==> src/rtl/p_s_converter.sv <==
// p_s_converter: MSB-first parallel-to-serial converter, valid/ready load.
// Optional even-parity trailer bit when PS_PARITY_EN is defined.
module p_s_converter #(
  parameter int C_BITS_IN = 255
) (
  input  logic                 CK,
  input  logic                 RST,
  input  logic                 LOAD_VALID,
  output logic                 LOAD_READY,
  input  logic [C_BITS_IN-1:0] P_IN,
  output logic                 Q,
  output logic                 Q_VALID,
  output logic                 FRAME_START
);

`ifdef PS_PARITY_EN
  localparam int CW = $clog2(C_BITS_IN + 1);
  localparam logic [CW-1:0] CNT_LOAD = CW'(C_BITS_IN);
`else
  localparam int CW = $clog2(C_BITS_IN);
  localparam logic [CW-1:0] CNT_LOAD = CW'(C_BITS_IN - 1);
`endif

  typedef enum logic {
    IDLE  = 1'b0,
    SHIFT = 1'b1
  } state_t;

  state_t               state_q;
  logic [C_BITS_IN-1:0] sr_q;
  logic [C_BITS_IN-1:0] sr_d;
  logic [CW-1:0]        cnt_q;
  logic [CW-1:0]        cnt_d;
  logic                 q_q;
  logic                 qv_q;
  logic                 fs_q;
  logic                 bit_d;
  logic                 last_w;
  logic                 load_w;
`ifdef PS_PARITY_EN
  logic                 par_q;
`endif

  assign last_w     = (cnt_q == '0);
  assign LOAD_READY = ~RST & ((state_q == IDLE) | last_w);
  assign load_w     = LOAD_VALID & LOAD_READY;

  assign Q           = q_q;
  assign Q_VALID     = qv_q;
  assign FRAME_START = fs_q;

  // Next shift-register image, counter value and outgoing bit.
  always_comb begin
    sr_d  = {sr_q[C_BITS_IN-2:0], 1'b0};
    cnt_d = cnt_q - CW'(1);
`ifdef PS_PARITY_EN
    bit_d = (cnt_q == CW'(1)) ? par_q : sr_q[C_BITS_IN-1];
`else
    bit_d = sr_q[C_BITS_IN-1];
`endif
  end

  // Load/shift FSM with registered serial outputs; reset wins.
  always_ff @(posedge CK) begin
    if (RST) begin
      state_q <= IDLE;
      sr_q    <= '0;
      cnt_q   <= '0;
      q_q     <= 1'b0;
      qv_q    <= 1'b0;
      fs_q    <= 1'b0;
`ifdef PS_PARITY_EN
      par_q   <= 1'b0;
`endif
    end else if (load_w) begin
      state_q <= SHIFT;
      sr_q    <= {P_IN[C_BITS_IN-2:0], 1'b0};
      cnt_q   <= CNT_LOAD;
      q_q     <= P_IN[C_BITS_IN-1];
      qv_q    <= 1'b1;
      fs_q    <= 1'b1;
`ifdef PS_PARITY_EN
      par_q   <= ^P_IN;
`endif
    end else begin
      unique case (state_q)
        SHIFT: begin
          if (!last_w) begin
            sr_q  <= sr_d;
            cnt_q <= cnt_d;
            q_q   <= bit_d;
            qv_q  <= 1'b1;
            fs_q  <= 1'b0;
          end else begin
            state_q <= IDLE;
            q_q     <= 1'b0;
            qv_q    <= 1'b0;
            fs_q    <= 1'b0;
          end
        end
        default: begin
          q_q  <= 1'b0;
          qv_q <= 1'b0;
          fs_q <= 1'b0;
        end
      endcase
    end
  end

endmodule
==> config.mk <==
export PLATFORM = sky130hd
export DESIGN_NAME = p_s_converter
export DESIGN_NICKNAME = d
export VERILOG_FILES = /design/src/rtl/p_s_converter.sv
export SDC_FILE = /design/constraint.sdc
export NUM_CORES = 1
export LEC_CHECK = 0
export CORE_MARGIN = 1
export CORE_UTILIZATION = 25
export DETAILED_ROUTE_END_ITERATION = 10
export GPL_TIMING_DRIVEN = 0
export PLACE_DENSITY = 0.55
export REMOVE_ABC_BUFFERS = 1
export SLEW_MARGIN = 40
export SYNTH_ARGS = -nofsm -noshare
export SYNTH_HDL_FRONTEND = slang
export SYNTH_SLANG_ARGS = --single-unit
==> constraint.sdc <==
create_clock -name CK -period 1.94 [get_ports CK]
set_clock_uncertainty 0.05 [all_clocks]
set_input_delay 0.291 -clock CK [delete_from_list [all_inputs] [get_ports CK]]
set_output_delay 0.291 -clock CK [all_outputs]
set_load 0.05 [all_outputs]
# ---- Word level (Yosys, flattened, before mapping)
# Index checks and enable logic that the tools add are counted.
dict set report word_totals {
  register_bits 265
  latch_bits 0
  ramBits 0
  romBits 0
  out_inout_bits 4
  wordCells 32
  n_memories 0
}
dict set report classes {
  add_sub_neg 1
  n_mul 0
  div_mod_pow 0
  n_lt_le_gt_ge 0
  n_eq_ne 1
  n_shift 0
  n_mux 13
  bitwise 6
  n_reduce_logical 5
}
# operator n
set ops {}
lappend ops {{$mux 255} 3}
lappend ops {{$mux 8} 3}
lappend ops {{$logic_not 8->1} 1}
lappend ops {{$sub 8x1->8 const B} 1}
lappend ops {{$mux 1} 7}
lappend ops {{$reduce_and 2->1} 2}
lappend ops {{$not 1->1} 3}
lappend ops {{$and 1x1->1} 2}
lappend ops {{$ne 2x1->1 const B} 1}
lappend ops {{$reduce_bool 2->1} 1}
lappend ops {{$reduce_or 2->1} 1}
lappend ops {{$or 1x1->1} 1}

# ---- Logic depth before layout (Yosys ltp)
# Gate-level depths: netlist (run 1).
dict set report logic_depth {
  ltp_word 6
  ltp_mapped 8
  mapped_depth_nobuf 6
}

# ---- Worst setup path before layout (run 1)
# No wires, ideal clock.
dict set report synth_timing {
  kind {register to output}
  startpoint {register cnt_q[2]}
  endpoint {output port LOAD_READY}
  t_arrival_ps 1779
  setup_slack_ps -180
  stages_incl_launch_ff 5
  cell_sequence {dfxtp_1 nor4_4 a31oi_1 clkbuf_1 nor2_1}
}
dict set report synth_between {
  elab_chain_len 3
}
# item line
set synth_lines {}
lappend synth_lines {{start: declaration} 32} ;# logic [CW-1:0] cnt_q;
lappend synth_lines {{start signal: assignment} 90} ;# cnt_q <= cnt_d;
lappend synth_lines {{$logic_not 8->1} 44} ;# assign last_w = (cnt_q == '0);
lappend synth_lines {{$or 1x1->1} 45} ;# assign LOAD_READY = ~RST & ((state_q == IDLE) | last_w);
lappend synth_lines {{$and 1x1->1} 45}
lappend synth_lines {{end: declaration} 9} ;# output logic LOAD_READY,
# Every way passes these cells.

# ---- Worst setup path after layout (run 1)
dict set report layout_timing {
  startpoint {register cnt_q[2]}
  endpoint {register sr_q[25]}
}
dict set report layout_between {
  elab_chain_len 6
  elab_cells_between_ends 8
  classes_between {eq/ne: 1; mux: 1; bitwise: 3; reduce/logical: 3}
}
# item line
set layout_lines {}
lappend layout_lines {{$logic_not 8->1 *} 44}
lappend layout_lines {{$or 1x1->1} 45}
lappend layout_lines {{$and 1x1->1} 45}
lappend layout_lines {{$and 1x1->1} 46} ;# assign load_w = LOAD_VALID & LOAD_READY;
lappend layout_lines {{$ne 2x1->1 (no line) or $reduce_bool 2->1 (tied branches)} --}
lappend layout_lines {{$reduce_and 2->1 (no line)} --}
lappend layout_lines {{end signal: assignment} 77} ;# sr_q <= {P_IN[C_BITS_IN-2:0], 1'b0};
lappend layout_lines {{end signal: assignment} 89} ;# sr_q <= sr_d;
lappend layout_lines {{end: declaration} 30} ;# logic [C_BITS_IN-1:0] sr_q;
# Mark *: on every way between the ends. The rest lies on a longest branch, timed or not.
# A chain may end at the register's enable or synchronous reset.

==> out/results.txt, run 1 <==
Setup CP Type: flip-flop to flip-flop
Die footprint: 51900 um^2
Inserted Clock Buffers: 34
First-pass GRT wire length: 55700 um
Met1 Wirelength: 16400 um
DP HPWL: 20800 um
CTS sink cnt: 265
Final WL: 37100 um
PortBufs: 261
Area of the multi-input gates: 7120 um^2
Die Y: 228 um
Global route overflow: 0
Final Critical Period: 2120 ps
Fin util: 38.5%
Commonest non-fill, non-tap cells in the layout: dfxtp_1, clkdlybuf4s50_1, mux2i_1, a211oi_2, nor2_1
Num ports: 262
HP Class: input pin to flip-flop
Chip width: 228 um
CTS tree: built
Fillers: 4828
Initial DRC Count: 301
Syn Inst Count: 1194
Cell-by-cell trace of the critical path: nor4_4 > buf_4 > a31o_4 > buf_8 > buf_16 > buf_16 > clkbuf_16 > buf_8 > clkbuf_16 > a211oi_2
Highest metal layer with signal wires: met5
Min-delay src: RST
Cells after DPL: 2033
Status: finished, violations left
Startpoint Class: flip-flop
H-tree levels: 2
MaxCap Viol Count: 0
Overall routing resource usage: 13.3%
Worst Hold End: sr_q[57]
Met2 wire len: 17900 um
Final Hold Vio Count: 0
PnR worst setup slack: -176 ps
Pin count of the biggest net entering global routing: 63
Violated checks: negative setup slack
Synth cell types: 31
Area added between synthesis and finish: 51.7%
# hold bufs at CTS: 0
FF-to-FF Start: cnt_q[2]
Core area: 50200 um^2
Crit path buf inv count: 7
RSZ-0062 raised after global routing: yes
Initial Util: 25.4%
Placer Congestion: 0.704
Leak: 7.74 nW
Synth warn: 0
Crit. End Element: flip-flop
Pwr/cell area: 845 nW/um^2
Synthesized flop and latch total: 265
Post-synth EDFFs: 0
Vias in the first global route: 9976
# DRC: 0
Share of cells above drive strength 1: 30.9%
Rows: 82
Slowest stage delay, CP: 360 ps
Slew HR: 65.9%
Commonest non-fill, non-tap cell in the layout: dfxtp_1
Final period util: 109%
DR vias/cell: 4.57
Nets: 1760
Sequential standard cell area: 5320 um^2
Hold Path Stages: 2
Crit-path max FO: 5
Reg2Reg Setup Slack: -180 ps
Final setup fails: 206
Antenna viol nets, final: 0
Worst-case clock buffer depth: 3
Min Hold Slack: 78.7 ps
Final Max Slew Viols: 0
Avg Cell Area, Syn: 10.7 um^2
Synth Cell Area: 12700 um^2
Avg WL per Cell: 16.9 um
Fmax: 472 MHz
Ys async rst share: 0%
Post-synth top flop: dfxtp_1
TritonRoute pass-1 iters: 4
CTS root buffer: clkbuf_16
Initial antenna violation count: 3
Largest delay share family, worst path: buffers and inverters
Max VDD drop: 446 uV
Worst reg2reg path depth: 10
Vias: 10100
Seq/Total Area, Yosys: 41.6%
Worst-Skew Late Latency: 530 ps
Clk pin slew, worst setup/hold paths: 60 ps
CP arrival: 2470 ps
Final non-filler cell total: 2198
DR WL met3: 2150 um
Slowest-stage cell, CP: dfxtp_4
RR Endpoint: sr_q[25]
Setup TNS: -18100 ps
Worst-Margin Slew: 513 ps
Worst endpoint required time: 2290 ps
metrics by stage:
| stage | worst slack [ps] | total power, mW | area, um^2 |
|---|---|---|---|
| final | -176 | 16.3 | 19300 |
| after global routing | -250 | 17.2 | 19300 |
| after global placement | -16140 | 9.80 | 15500 |
| after CTS | -155 | 16.2 | 18200 |
| after detailed placement | -1180 | 9.26 | 16000 |
| after floorplan | -11440 | 8.44 | 12000 |
state kept, by name, summed over array words and instances, names as in the netlist:
register,count
FRAME_START,1
Q,1
Q_VALID,1
cnt_q,8
sr_q,254
Yosys cell counts (all sizes together), types with 2 or more instances:
library cell	instances	area share [%]
nor3	13	0.51
clkbuf	57	1.7
a21o	2	0.12
nor2	256	7.5
a21oi	4	0.16
a31oi	2	0.098
inv	4	0.12
dfxtp	265	42
mux2i	254	20
ha	2	0.20
nand3	2	0.079
nand2	3	0.088
buf	60	4.0
nor4	3	0.27
a211oi	256	23
routing by layer:
metal  GRT usage, %  up-vias
li1               -     5003
met1           16.6     4815
met2           22.1      187
met3           4.18       43
met4           3.29        6
met5              0        -
worst max-delay path by stage:
| stage | from | slack (ps) | to | depth (start not counted) |
|---|---|---|---|---|
| 4_1_cts | cnt_q[5] | -160 | sr_q[199] | 11 |
| 3_5_place_dp | cnt_q[2] | -1180 | sr_q[200] | 9 |
| 3_3_place_gp | cnt_q[2] | -16140 | sr_q[109] | 4 |
| 6_report | cnt_q[2] | -180 | sr_q[25] | 10 |
| 2_1_floorplan | cnt_q[2] | -11440 | cnt_q[6] | 4 |
| 5_1_grt | cnt_q[2] | -250 | sr_q[224] | 10 |
power breakdown:
group | internal (mW) | leakage (nW) | switching [mW]
clock | 3.64 | 0.526 | 2.47
combinational | 2.16 | 5.01 | 1.69
sequential | 6.03 | 2.20 | 0.336
cell families after synthesis:
| group | Yosys count | synth area share, % |
|---|---|---|
| multiplexers | 255 | 20.0 |
| AO/OA/AOI/OAI | 268 | 23.6 |
| AND/OR/NAND/NOR | 283 | 8.81 |
| buffers and inverters | 121 | 5.76 |
| adder cells (fa/ha/maj) | 2 | 0.196 |
| flip-flops | 265 | 41.6 |
final cells by class:
type	instances	area share (%)
inverter	4	0.0777
clock buffer	53	5.31
sequential	265	27.5
tap	672	4.35
antenna	1	0.0129
clock inverter	8	0.220
timing repair buffer	386	25.6
multi-input combinational	809	36.8
repair_timing:
item                                    in CTS  in global routing
setup buffers                               32                 35
cloned                                      21                 21
hold endpoints to repair                     0                  0
pin swaps                                   32                 69
resized for setup                           85                117
endpoints found under the setup margin     248                229
(Power assumes the default switching activity.)
==> run 2, diff against run 1 <==
--- a/config.mk
+++ b/config.mk
@@ -5,12 +5,14 @@
 export SDC_FILE = /design/constraint.sdc
 export NUM_CORES = 1
 export LEC_CHECK = 0
+export CAP_MARGIN = 40
 export CORE_MARGIN = 1
 export CORE_UTILIZATION = 25
 export DETAILED_ROUTE_END_ITERATION = 10
 export GPL_TIMING_DRIVEN = 0
 export PLACE_DENSITY = 0.55
 export REMOVE_ABC_BUFFERS = 1
+export SKIP_LAST_GASP = 1
 export SLEW_MARGIN = 40
 export SYNTH_ARGS = -nofsm -noshare
 export SYNTH_HDL_FRONTEND = slang
==> constraint.sdc (replaced) <==
create_clock -name CK -period 1.94 [get_ports CK]
set_clock_uncertainty 0.05 [all_clocks]
set_input_delay 0.291 -clock CK [delete_from_list [all_inputs] [get_ports CK]]
set_output_delay 0.291 -clock CK [all_outputs]
set_load 0.02 [all_outputs]
==> run 2 against run 1 <==
  * The flow still finishes with violations (negative setup slack)
  * Via count up 1.5%
  * Cell count up 0.50%
  * Critical path depth up 1
  * Worst hold slack better by 1.4 ps
  * Wire length up 3.2%
  * Combinational power up 4%
  * Power up 3.7%
  * Utilization up 0.78 points
  * Register-to-register slack about the same
  * Critical path type unchanged
==> out/results.txt, run 2 (synthesis results as in run 1) <==
Status: finished, violations left
Violated checks: negative setup slack
Highest metal layer with signal wires: met5
Final Max Slew Viols: 0 (unchanged)
H-tree levels: 2 (unchanged)
Slew HR: 66.6% (+0.65 points)
Vias in the first global route: 10300 (+3.1%)
Min-delay src: RST
Crit. End Element: flip-flop
Core area: 50200 um^2 (unchanged)
Top cell by count, worst path: buf_16
Overall routing resource usage: 13.8% (+0.53 points)
Commonest non-fill, non-tap cells in the layout: dfxtp_1, clkdlybuf4s50_1, mux2i_1, a211oi_2, nor2_1
Worst endpoint required time: 2330 ps (+40 ps)
CP arrival: 2500 ps (+30 ps)
Setup TNS: -11630 ps (+6470 ps)
Largest register FFs: 254 (unchanged)
Slowest stage delay, CP: 360 ps (about the same)
Final period util: 109% (-0.44 points)
Met1 Wirelength: 17100 um (+4.0%)
CTS tree: built
Leak: 7.92 nW (+2.4%)
Startpoint Class: flip-flop
Num ports: 262 (unchanged)
CTS sink cnt: 265 (unchanged)
Min Hold Slack: 80.1 ps (+1.39 ps)
Final WL: 38400 um (+3.2%)
Initial antenna violation count: 2 (-1)
HP Class: input pin to flip-flop
Die footprint: 51900 um^2 (unchanged)
Die Y: 228 um (unchanged)
Placer Congestion: 0.704 (unchanged)
# DRC: 0 (unchanged)
TritonRoute pass-1 iters: 4 (unchanged)
Critical Path Source: cnt_q[5]
DR WL met3: 1970 um (-8.1%)
RSZ-0062 raised after global routing: yes
Avg WL per Cell: 17.4 um (+2.7%)
MaxCap Viol Count: 0 (unchanged)
Pin count of the biggest net entering global routing: 63 (unchanged)
Chip width: 228 um (unchanged)
Inserted Clock Buffers: 35 (+2.9%)
# hold bufs at CTS: 0 (unchanged)
Initial Util: 25.4% (unchanged)
Fmax: 474 MHz (+0.41%)
Rows: 82 (unchanged)
Reg2Reg Setup Slack: -170 ps (about the same)
Worst-Margin Slew: 502 ps (-11.7 ps)
CTS root buffer: clkbuf_16
Initial DRC Count: 360 (+20%)
Worst-Skew Late Latency: 530 ps (about the same)
Biggest register: sr_q
DP HPWL: 20700 um (about the same)
Global route overflow: 0 (unchanged)
Final setup fails: 161 (-22%)
Crit-path max FO: 8 (+3)
First-pass GRT wire length: 57800 um (+3.8%)
Slowest-stage cell, CP: dfxtp_4
Worst-case clock buffer depth: 3 (unchanged)
Antenna viol nets, final: 0 (unchanged)
PnR worst setup slack: -168 ps (+8.55 ps)
Fin util: 39.3% (+0.78 points)
Share of cells above drive strength 1: 31.1% (+0.25 points)
Area added between synthesis and finish: 54.8%
Final Critical Period: 2110 ps (-8.55 ps)
Vias: 10200 (+1.5%)
Max VDD drop: 596 uV (+34%)
Cell-by-cell trace of the critical path: nor4_4 > buf_4 > a31o_4 > buf_6 > buf_16 > buf_16 > buf_16 > buf_12 > buf_16 > nor2_1 > a211oi_1
Pwr/cell area: 859 nW/um^2 (+1.7%)
Setup CP Type: flip-flop to flip-flop
DR vias/cell: 4.62 (+1.0%)
Nets: 1773 (+0.74%)
Largest registers: sr_q (254), cnt_q (8)
Met2 wire len: 18300 um (+2.2%)
Final Hold Vio Count: 0 (unchanged)
PortBufs: 261 (unchanged)
FF-to-FF Start: cnt_q[5]
Clk pin slew, worst setup/hold paths: 60 ps (about the same)
run 2: layout make-up:
cell class,count,area [um^2]
clock buffer,52,1060
clock inverter,7,88.8
inverter,4,15.0
multi-input combinational,809,7120
fill,4811,30500
antenna,2,5.00
sequential,265,5330
timing repair buffer,398,5260
tap,672,841
run 2: final timing paths:
kind          endpoint  cells past startpoint
max reg2reg  sr_q[208]                     11
min          sr_q[183]                      2
max          sr_q[208]                     11
min reg2reg          Q                      2
run 2: timing repair:
item / in CTS / in global routing
gates resized for setup: 67 / 149
pin swaps: 10 / 93
cloned: 34 / 16
setup endpoints to repair: 245 / 220
setup buffers: 43 / 36
run 2: per-layer routing:
metal / vias up / track usage [%]
li1: 5035 / -
met1: 4928 / 17.2
met2: 177 / 22.9
met3: 62 / 3.80
met4: 4 / 4.69
met5: - / 0
run 2: power breakdown:
group / total, mW / internal [mW] / switching (mW) / leakage (nW)
registers: 6.38 / 6.03 / 0.345 / 2.20
clock network: 6.55 / 4.03 / 2.51 / 0.570
logic: 4.01 / 2.28 / 1.73 / 5.15
total: 16.9 / 12.3 / 4.59 / 7.92
run 2: stage by stage:
step	worst slack (ps)	std cells	area (um^2)	power, mW
after floorplan	-11430	1077	12000	8.42
after global placement	-16140	2010	15500	9.79
after detailed placement	-1170	2033	16000	9.25
after CTS	-245	2168	18800	16.8
after global routing	-297	2207	19700	17.8
final	-168	2209	19700	16.9
run 2: critical path: cells and delay by family (launching register included):
kind            cells  cell delay, ps
flops               1             360
simple gates        2             340
compound gates      2             360
buf+inv             7             890
